File: src/rtl/fifo_arb_sched.sv
// fifo_arb_sched: picks one non-empty FIFO per cycle and pops it into a
// registered valid/ready output stage.
//
// Ports:
//   clk, rst          clock and asynchronous active-high reset
//   arb_en            allow new grants; the output stage still drains when low
//   fifo_empty        per-channel empty flags
//   fifo_rdata        per-channel head words, channel i at [i*DATA_W +: DATA_W]
//   ch_prio           per-channel priority, larger value wins
//   fifo_rd_en        one-hot pop strobe (combinational)
//   out_valid         output word valid (registered)
//   out_data          output word (registered)
//   out_ch            source channel of out_data (registered)
//   out_prio          priority of the source channel at grant time (registered)
//   out_ready         downstream accept
//   grant_cnt         grants since reset, wraps at 2^16
//
// Arbitration order: aged channels first, then highest ch_prio.
// Ties go round-robin from the channel after the last grant.

module fifo_arb_sched #(
    parameter int N_CH    = 8,
    parameter int DATA_W  = 32,
    parameter int PRIO_W  = 2,
    parameter int AGE_MAX = 15
) (
    input  logic                      clk,
    input  logic                      rst,
    input  logic                      arb_en,
    input  logic [N_CH-1:0]           fifo_empty,
    input  logic [N_CH*DATA_W-1:0]    fifo_rdata,
    input  logic [N_CH*PRIO_W-1:0]    ch_prio,
    output logic [N_CH-1:0]           fifo_rd_en,
    output logic                      out_valid,
    output logic [DATA_W-1:0]         out_data,
    output logic [$clog2(N_CH)-1:0]   out_ch,
    output logic [PRIO_W-1:0]         out_prio,
    input  logic                      out_ready,
    output logic [15:0]               grant_cnt
);

    localparam int CW = $clog2(N_CH);
    localparam int AW = $clog2(AGE_MAX + 1);
    localparam int KW = PRIO_W + 1;
    localparam logic [AW-1:0] AGE_LIM = AW'(AGE_MAX);

    logic [AW-1:0]     wait_cnt [N_CH];
    logic [CW-1:0]     last_grant;
    logic [N_CH-1:0]   cand;
    logic [KW-1:0]     key [N_CH];
    logic [KW-1:0]     best_key;
    logic [CW-1:0]     win;
    logic [CW-1:0]     idx;
    logic              win_found;
    logic              load;
    logic [DATA_W-1:0] win_data;
    logic [PRIO_W-1:0] win_prio;

    assign cand = ~fifo_empty;

    // Effective key: the aged flag sits above the configured priority, so
    // any aged channel outranks every non-aged one.
    always_comb begin
        for (int i = 0; i < N_CH; i++) begin
            key[i] = {wait_cnt[i] == AGE_LIM, ch_prio[i*PRIO_W +: PRIO_W]};
        end
    end

    always_comb begin
        best_key = '0;
        for (int i = 0; i < N_CH; i++) begin
            if (cand[i] && (key[i] > best_key)) begin
                best_key = key[i];
            end
        end
    end

    // Round-robin scan over the top group, starting just after last_grant.
    // CW-bit arithmetic wraps naturally because N_CH is a power of two.
    always_comb begin
        win       = '0;
        win_found = 1'b0;
        idx       = '0;
        for (int k = 0; k < N_CH; k++) begin
            idx = last_grant + CW'(k + 1);
            if (!win_found && cand[idx] && (key[idx] == best_key)) begin
                win       = idx;
                win_found = 1'b1;
            end
        end
    end

    assign win_data = fifo_rdata[win*DATA_W +: DATA_W];
    assign win_prio = ch_prio[win*PRIO_W +: PRIO_W];

    // The stage can take a word when empty or when its word leaves this cycle.
    assign load = !rst && arb_en && win_found && (!out_valid || out_ready);

    always_comb begin
        for (int i = 0; i < N_CH; i++) begin
            fifo_rd_en[i] = load && (win == CW'(i));
        end
    end

    always_ff @(posedge clk or posedge rst) begin
        if (rst) begin
            out_valid  <= 1'b0;
            out_data   <= '0;
            out_ch     <= '0;
            out_prio   <= '0;
            grant_cnt  <= '0;
            last_grant <= CW'(N_CH - 1);
            for (int i = 0; i < N_CH; i++) begin
                wait_cnt[i] <= '0;
            end
        end else begin
            if (load) begin
                out_valid  <= 1'b1;
                out_data   <= win_data;
                out_ch     <= win;
                out_prio   <= win_prio;
                last_grant <= win;
                grant_cnt  <= grant_cnt + 16'd1;
                for (int i = 0; i < N_CH; i++) begin
                    if ((win == CW'(i)) || fifo_empty[i]) begin
                        wait_cnt[i] <= '0;
                    end else if (wait_cnt[i] != AGE_LIM) begin
                        wait_cnt[i] <= wait_cnt[i] + AW'(1);
                    end
                end
            end else if (out_valid && out_ready) begin
                out_valid <= 1'b0;
            end
        end
    end

endmodule

File: config.mk
export PLATFORM = sky130hd
export DESIGN_NAME = fifo_arb_sched
export DESIGN_NICKNAME = d
export VERILOG_FILES = /design/src/rtl/fifo_arb_sched.sv
export SDC_FILE = /design/constraint.sdc
export NUM_CORES = 1
export LEC_CHECK = 0
export CAP_MARGIN = 20
export CORE_MARGIN = 4
export CORE_UTILIZATION = 44
export CTS_CLUSTER_SIZE = 10
export DETAILED_ROUTE_END_ITERATION = 10
export PLACE_DENSITY = 0.87
export SETUP_SLACK_MARGIN = 0.2
export SYNTH_ARGS = -nofsm -noshare
export SYNTH_HDL_FRONTEND = slang
export SYNTH_SLANG_ARGS = --single-unit
File: constraint.sdc
create_clock -name clk -period 15.7 [get_ports clk]
set_input_delay 2.355 -clock clk [delete_from_list [all_inputs] [get_ports clk]]
set_output_delay 2.355 -clock clk [all_outputs]
set_load 0.01 [all_outputs]
==> impl_metrics.toml, run 1 <==
[run_status]
status = "finished, final reports clean"

[placement]
dp.cells = 2007
hpwl_mm = 34.72
gp_congestion = 0.9785
portBuffers = 345
place_ws_ns = -0.5234

[timing]
maxSlewHeadroom_pct = 28.02
tightest_slew_ns = 1.077
setup_violations = 0
rsz0062_at_grt = "yes"
final_max_slew_viol_count = 0
finalHoldViolCount = 0
setup_slack_ns = 0.2195
finalCriticalPeriod_ns = 15.48
max_freq_mhz = 64.60
period_share_pct = 98.60
fin_skew_ns = 0.01319
setup_tns_ns = 0

[critical_path]
critPathRequiredTime_ns = 13.35
worst_path_largest_cell_delay_ns = 0.56
crit_buf_inv = 12
path_common_cell = "buf_6"
cp-end-kind = "output port"
r2r_setup_slack_ns = 2.57
critical_path.startpoint = "fifo_empty[0]"
critical_path_arrival_ns = 13.13
path_max_fanout = 7
startpoint_type = "input pin"
worstSetupPathType = "in -> out"
rr_endpoint = "out_data[18]$_DFFE_PP0P_"
crit_slowest_cell = "or4_4"
path_delay_family = "compound AO/OA/AOI/OAI gates"
r2r-start = "wait_cnt[24]$_DFFE_PP0P_"
reg2reg_depth = 65

[floorplanning]
initial_core_util_pct = 45.03
die-area_um2 = 27710
rows = 57
ios = 346
die_h_um = 166.5
core_area_um2 = 24530
die_width_um = 166.5

[worst_hold_path]
hp-start = "grant_cnt[15]$_DFFE_PP0P_"
min_to = "grant_cnt[15]$_DFFE_PP0P_"
hp-class = "reg -> reg"
hold_depth = 1

[yosys]
avgSynthCellArea_um2 = 8.332
yosys_most_used_dff = "dfrtp_1"
ys_types = 93
syn_inst = 1326
ys_warn_count = 0
ys_ff_latch = 89
yosysSeqAreaShare_pct = 20.19
syn-num-nets = 1634
netlist_area_um2 = 11050
synth_edf_count = 0
synth-async-reset-ratio_pct = 100.0

[routing]
post-route-drc-count = 0
wl_mm = 47.30
dr.first_iter.drc_count = 1527
vias_per_cell = 6.608
dr_total_vias = 13590
wl_per_cell_um = 23.01
final_antenna_net_count = 0
first_pass_iters = 6

[cells_and_area]
multi_input_area_um2 = 8686
fillCellCount = 1972
syn_to_final_growth_pct = 48.81
final_cells = 2056
seq_area_um2 = 2235
final_nets = 2034
layout-drive-gt1-share_pct = 21.16

[global_route]
track_usage_pct = 31.10
grt.overflow.total = 0
grt_pass1_vias = 12990
grt_max_degree = 115
antenna_found_initial = 2
grt_pass1_wl_mm = 70.40

[cts]
root_buffer = "clkbuf_16"
worstSkewPairLatency_ns = 0.36
path_clk_slew_ns = 0.07
cts_tree = "done"
htree_num_levels = 3
clock_sinks = 89
ctsLongestPathBuffers = 2
cts-buffers-inserted = 9

[job]
cap_violations = 0
[cell usage after synthesis (29+ instances only)]
library cell,instances,area (µm²)
a211o_1,67,586.8
inv_1,29,108.9
dfrtp_1,86,2152
a21oi_1,90,450.4
o32ai_1,32,280.3
a211oi_1,33,247.7
o22ai_1,101,631.9
mux4_2,34,765.7
o21ai_0,62,310.3
nand3_1,42,210.2
mux2_2,41,461.7
clkbuf_1,72,270.3
a221oi_1,33,289.0
nor2_1,59,221.5
nand2_1,99,371.6
and2_1,35,219.0
mux2i_1,72,720.7
nor2b_1,38,237.7
[how the worst max path moves through the flow]
stage                    endpoint  slack, ns  cells past startpoint
floorplan           fifo_rd_en[7]       0.23                     58
global placement    fifo_rd_en[7]      -0.17                     59
detailed placement  fifo_rd_en[7]      -0.52                     59
CTS                 fifo_rd_en[1]       0.20                     62
global route        fifo_rd_en[1]      -0.22                     62
finish              fifo_rd_en[1]       0.22                     62
[metrics by stage]
step / utilization [%] / hold WS, ns / area, µm²
after floorplan: - / 0.4977 / 11050
after global placement: 62.99 / 0.4630 / 15450
after detailed placement: 62.99 / 0.4668 / 15450
after CTS: 65.06 / 0.4814 / 15960
after global routing: 67.01 / 0.5074 / 16440
final: 67.01 / 0.4762 / 16440
[state kept, by name, indices dropped and copies added, names as in the netlist]
name        count
grant_cnt      16
last_grant      3
out_data       32
out_prio        2
wait_cnt       32
out_valid       1
out_ch          3
[cell type report]
type	count	share of cell area, %
Tap cell	324	2.466
Clock inverter	5	0.3881
Sequential cell	89	13.59
Inverter	32	0.7458
Antenna cell	2	0.03044
Timing Repair Buffer	503	28.49
Multi-Input combinational cell	1091	52.83
Clock buffer	10	1.454
[worst reg2reg max path: cells and delay by family (launching register included)]
family	cells	cell delay [ns]
AOI/OAI and AO/OA	24	5.00
buffers and inverters	12	2.30
and+or+nand+nor	16	2.18
adders and majority gates	8	2.12
muxes	5	1.09
DFF	1	0.43
[layer usage]
metal  vias to the layer above  share of wire, %  global-route usage (%)
li1                       6032                 -                       -
met1                      6614                38                   39.07
met2                       811                49                   53.16
met3                       129               9.2                   6.684
met4                         0               3.8                   10.71
met5                         -                 0                       0
[repair_timing]
| action | CTS | global route |
|---|---|---|
| endpoints found under the setup margin | 8 | 8 |
| hold buffers | 0 | 0 |
| setup buffers | 10 | 22 |
| gates resized for setup | 62 | 76 |
| pin swaps | 15 | 44 |
| hold endpoints to repair | 0 | 0 |
[placed cells by master (no fill, tap or decap), drive strengths merged, types with 34 or more instances in the layout]
cell,netlist,routed
clkdlybuf4s50,0,332
buf,42,167
o22ai,101,101
nand2,100,100
a21oi,91,91
dfrtp,86,86
o21ai,79,79
mux2i,73,73
a211o,67,67
nor2,60,60
nand3,43,43
mux2,42,42
nor2b,39,39
and2,35,35
mux4,34,34
a211oi,34,34
[logic make-up (layout without fill, tap and decap cells)]
group                    Yosys count  count (layout)  synth area share, %
AO/OA/AOI/OAI                    532             532                34.59
XOR/XNOR                          27              27                2.140
adder cells (fa/ha/maj)           24              24                2.718
buffers and inverters            146             550                5.719
flip-flops                        89              89                20.19
multiplexers                     149             149                17.89
other                              0               2                    0
AND/OR/NAND/NOR                  359             359                16.75
Power of run 1 is left out: the tool's default activity adds up to more than one toggle a clock period on the data nets, which glitch-free logic cannot reach.
==> run 2: changes to the inputs <==
PLACE_DENSITY = 0.8   (was 0.87)
==> run 2 against run 1 <==
Hold slack gained 0.0067 ns. Sequential share of layout area shrank 0.098 points. Die area is the same. Cell count is essentially flat.
==> impl_metrics.toml, run 2 (synthesis gave the netlist of run 1 again) <==
[timing]
finalHoldViolCount = 0
final_max_slew_viol_count = 0
tightest_slew_ns = 0.8919
finalCriticalPeriod_ns = 15.28
setup_slack_ns = 0.4212
maxSlewHeadroom_pct = 40.54
holdWs_ns = 0.4829
period_share_pct = 97.32
setup_violations = 0
fin_skew_ns = 0.01808
max_freq_mhz = 65.45
rsz0062_at_grt = "yes"

[cells_and_area]
reg_top3 = "out_data (32), wait_cnt (32), grant_cnt (16)"
final_cells = 2054
layout_common_cells = "clkdlybuf4s50_1, buf_4, o22ai_1"
mostFrequentLayoutCell = "clkdlybuf4s50_1"
layout-drive-gt1-share_pct = 21.88
fillCellCount = 1947
utilization_pct = 67.50
final_nets = 2031
syn_to_final_growth_pct = 49.89

[cts]
path_clk_slew_ns = 0.07
htree_num_levels = 3
hold_buffers = 0
cts-buffers-inserted = 9
worstSkewPairLatency_ns = 0.36
ctsLongestPathBuffers = 2
clock_sinks = 89
cts_tree = "done"
root_buffer = "clkbuf_16"

[critical_path]
critPathRequiredTime_ns = 13.35
worstSetupPathType = "in -> out"
worst_path_largest_cell_delay_ns = 0.40
path_max_fanout = 6
critical_path.startpoint = "fifo_empty[0]"
path_common_cell = "buf_6"
critical_path_arrival_ns = 12.92
startpoint_type = "input pin"
r2r-start = "wait_cnt[24]$_DFFE_PP0P_"
crit_slowest_cell = "a221o_1"
cp-end-kind = "output port"

[placement]
dp.cells = 2000
portBuffers = 345
hpwl_mm = 34.65
place_ws_ns = -0.4958
gp_congestion = 0.9790

[floorplanning]
die_h_um = 166.5
ios = 346
rows = 57
die_width_um = 166.5
die-area_um2 = 27710
initial_core_util_pct = 45.03
core_area_um2 = 24530

[routing]
dr_total_vias = 13390
first_pass_iters = 5
post-route-drc-count = 0
final_antenna_net_count = 0
dr.first_iter.drc_count = 1393
wl_mm = 46.90
wl_per_cell_um = 22.83
vias_per_cell = 6.518

[global_route]
grt_pass1_vias = 12590
grt_max_degree = 85
antenna_found_initial = 2
grt_pass1_wl_mm = 69.77
grt.overflow.total = 0
track_usage_pct = 30.76

[worst_hold_path]
hp-class = "reg -> reg"
hp-start = "out_ch[2]$_DFFE_PP0P_"

[run_status]
status = "finished, final reports clean"

[job]
cap_violations = 0
[run 2: changes by cell type in the layout (fill, tap and decap cells not counted), sizes merged]
| cell | delta |
|---|---|
| buf | -5 |
| clkbuf | +2 |
| inv | +2 |
| dlymetal6s2s | -1 |
[run 2: per-layer routing]
metal	GRT usage, %	vias up	share of wire, %
met4	8.680	0	3.1
met1	39.25	6469	39
met3	5.878	107	9.0
met5	0	-	0
li1	-	6023	-
met2	53.35	789	49
[run 2: worst max-delay path, delay by kind of cell]
family / cells / cell delay [ns]
AO/OA/AOI/OAI: 24 / 4.84
AND/OR/NAND/NOR: 16 / 1.96
buffers and inverters: 14 / 1.81
adder cells (fa/ha/maj): 7 / 1.75
multiplexers: 1 / 0.20
[run 2: through the flow]
stage                 TNS, ns  instance area, µm²
global placement     -0.02170               15430
floorplan                   0               11050
detailed placement     -3.359               15430
finish                      0               16560
CTS                         0               15900
global route        -0.005899               16560
[run 2: repair_timing]
| action | in CTS | in global routing |
|---|---|---|
| gates cloned | 0 | 0 |
| setup buffers | 13 | 22 |
| resized for setup | 48 | 117 |
| setup endpoints to repair | 8 | 8 |
| pin swaps | 25 | 52 |
[run 2: layout make-up]
cell class | instances | area, µm² | share of cell area, %
inverter | 32 | 122.6 | 0.7405
sequential | 89 | 2235 | 13.49
timing repair buffer | 500 | 4703 | 28.40
multi-input combinational | 1091 | 8787 | 53.06
tap | 324 | 405.4 | 2.448
clock buffer | 9 | 225.2 | 1.360
antenna | 2 | 5.005 | 0.03022
clock inverter | 7 | 76.32 | 0.4609
[run 2: path summary, 6_finish.rpt]
path,endpoint,slack [ns],depth (start not counted)
setup / recovery,fifo_rd_en[3],0.42,62
hold / removal,out_ch[2]$_DFFE_PP0P_,0.48,2
setup reg to reg,out_data[18]$_DFFE_PP0P_,3.17,68
hold reg to reg,out_ch[2]$_DFFE_PP0P_,0.48,2
max in group asynchronous,grant_cnt[6]$_DFFE_PP0P_,12.14,3
min in group asynchronous,grant_cnt[15]$_DFFE_PP0P_,2.34,2
Power of run 2 is left out for the same reason.
==> run 3: changes to the inputs <==
CTS_CLUSTER_SIZE = not set   (was 10)
SETUP_SLACK_MARGIN = 0.1   (was 0.2)
==> run 3 against run 2 <==
Core utilization decreased by 1.3 points. Critical endpoint is now fifo_rd_en[6]. Hold slack about the same. Final area decreased by 1.9%. Global-route usage increased by 0.080 points. Routed wire length decreased by 1.2%.
==> impl_metrics.toml, run 3 (synthesis gave the netlist of run 1 again) <==
[routing]
vias_per_cell = 6.479
dr_total_vias = 13220
first_pass_iters = 5
post-route-drc-count = 0
dr.first_iter.drc_count = 1327
wl_mm = 46.33
wl_per_cell_um = 22.70
final_antenna_net_count = 0

[run_status]
status = "finished, final reports clean"

[cells_and_area]
syn_to_final_growth_pct = 47.03
fillCellCount = 2009
final_nets = 2018
reg_top3 = "out_data (32), wait_cnt (32), grant_cnt (16)"
seq_area_um2 = 2235
mostFrequentLayoutCell = "clkdlybuf4s50_1"
multi_input_area_um2 = 8603
layout-drive-gt1-share_pct = 20.23
layout_common_cells = "clkdlybuf4s50_1, buf_4, o22ai_1"

[job]
cap_violations = 0

[worst_hold_path]
hold_depth = 2
hp-class = "reg -> reg"
hp-start = "out_ch[2]$_DFFE_PP0P_"
min_to = "out_ch[2]$_DFFE_PP0P_"

[critical_path]
r2r_setup_slack_ns = 3.29
rr_endpoint = "out_data[17]$_DFFE_PP0P_"
worst_path_largest_cell_delay_ns = 0.57
crit_slowest_cell = "or4_4"
r2r-start = "wait_cnt[24]$_DFFE_PP0P_"
path_common_cell = "buf_4"
startpoint_type = "input pin"
critical_path_arrival_ns = 12.86
cp-end-kind = "output port"
reg2reg_depth = 64
critPathRequiredTime_ns = 13.35
path_max_fanout = 6
worstSetupPathType = "in -> out"

[cts]
cts-buffers-inserted = 9
root_buffer = "clkbuf_16"
path_clk_slew_ns = 0.07
ctsLongestPathBuffers = 2
clock_sinks = 89
hold_buffers = 0
worstSkewPairLatency_ns = 0.36
htree_num_levels = 3
cts_tree = "done"

[timing]
maxSlewHeadroom_pct = 39.32
setup_tns_ns = 0
finalHoldViolCount = 0
holdWs_ns = 0.4832
max_freq_mhz = 65.73
tightest_slew_ns = 0.9102
fin_skew_ns = 0.01763
finalCriticalPeriod_ns = 15.21
period_share_pct = 96.90
setup_violations = 0
final_max_slew_viol_count = 0

[global_route]
grt.overflow.total = 0
grt_pass1_vias = 12610
track_usage_pct = 30.84
grt_max_degree = 85
antenna_found_initial = 2
grt_pass1_wl_mm = 69.89

[floorplanning]
rows = 57
die_width_um = 166.5
core_area_um2 = 24530
die_h_um = 166.5
initial_core_util_pct = 45.03
die-area_um2 = 27710
ios = 346

[placement]
hpwl_mm = 34.65
portBuffers = 345
gp_congestion = 0.9790
## run 3: changes by cell type in the layout (fill, tap and decap cells not counted), moves of 4 or more
cell | before | now
nor3_1 | 7 | 12
nor3_4 | 4 | 0
a21oi_1 | 82 | 86
buf_6 | 13 | 4
buf_4 | 140 | 135
## run 3: timing repair
item	CTS	global route
pin swaps	23	35
resized for setup	41	75
setup endpoints to repair	8	8
setup buffers	15	7
## run 3: how the worst max path moves through the flow
stage	slack (ns)	end	cells past startpoint	from
floorplan	0.23	fifo_rd_en[7]	58	fifo_empty[0]
global placement	-0.02	fifo_rd_en[7]	57	fifo_empty[0]
detailed placement	-0.50	fifo_rd_en[7]	58	fifo_empty[0]
CTS	0.16	fifo_rd_en[4]	59	fifo_empty[0]
global route	-0.06	fifo_rd_en[3]	63	fifo_empty[0]
finish	0.49	fifo_rd_en[6]	64	fifo_empty[0]
## run 3: routing by layer
layer / GRT usage (%) / vias up / routed length, µm
met3: 5.878 / 90 / 4170
met5: 0 / - / 0
met2: 53.63 / 729 / 22740
met1: 39.18 / 6414 / 18080
li1: - / 5991 / -
met4: 8.858 / 0 / 1339
## run 3: worst max-delay path, delay by kind of cell
kind	cells	cell delay [ns]
muxes	2	0.44
buffers and inverters	12	1.54
AOI/OAI and AO/OA	22	4.13
adders and majority gates	7	1.83
and+or+nand+nor	21	2.56
## run 3: final cells by class
type	count	area share (%)
Inverter	32	0.7548
Multi-Input combinational cell	1091	52.96
Clock inverter	7	0.4698
Sequential cell	89	13.76
Timing Repair Buffer	487	28.14
Antenna cell	2	0.03081
Tap cell	324	2.496
Clock buffer	9	1.386
## run 3: per-stage QoR
step / cells / utilization [%] / setup WS [ns] / instance area (µm²)
after floorplan: 1326 / - / 0.2310 / 11050
final: 2041 / 66.21 / 0.4861 / 16240
after global placement: 2000 / 62.88 / -0.02170 / 15430
after detailed placement: 2000 / 62.88 / -0.4958 / 15430
after CTS: 2031 / 65.05 / 0.1556 / 15960
after global routing: 2041 / 66.21 / -0.05918 / 16240
Power of run 3 is left out for the same reason.
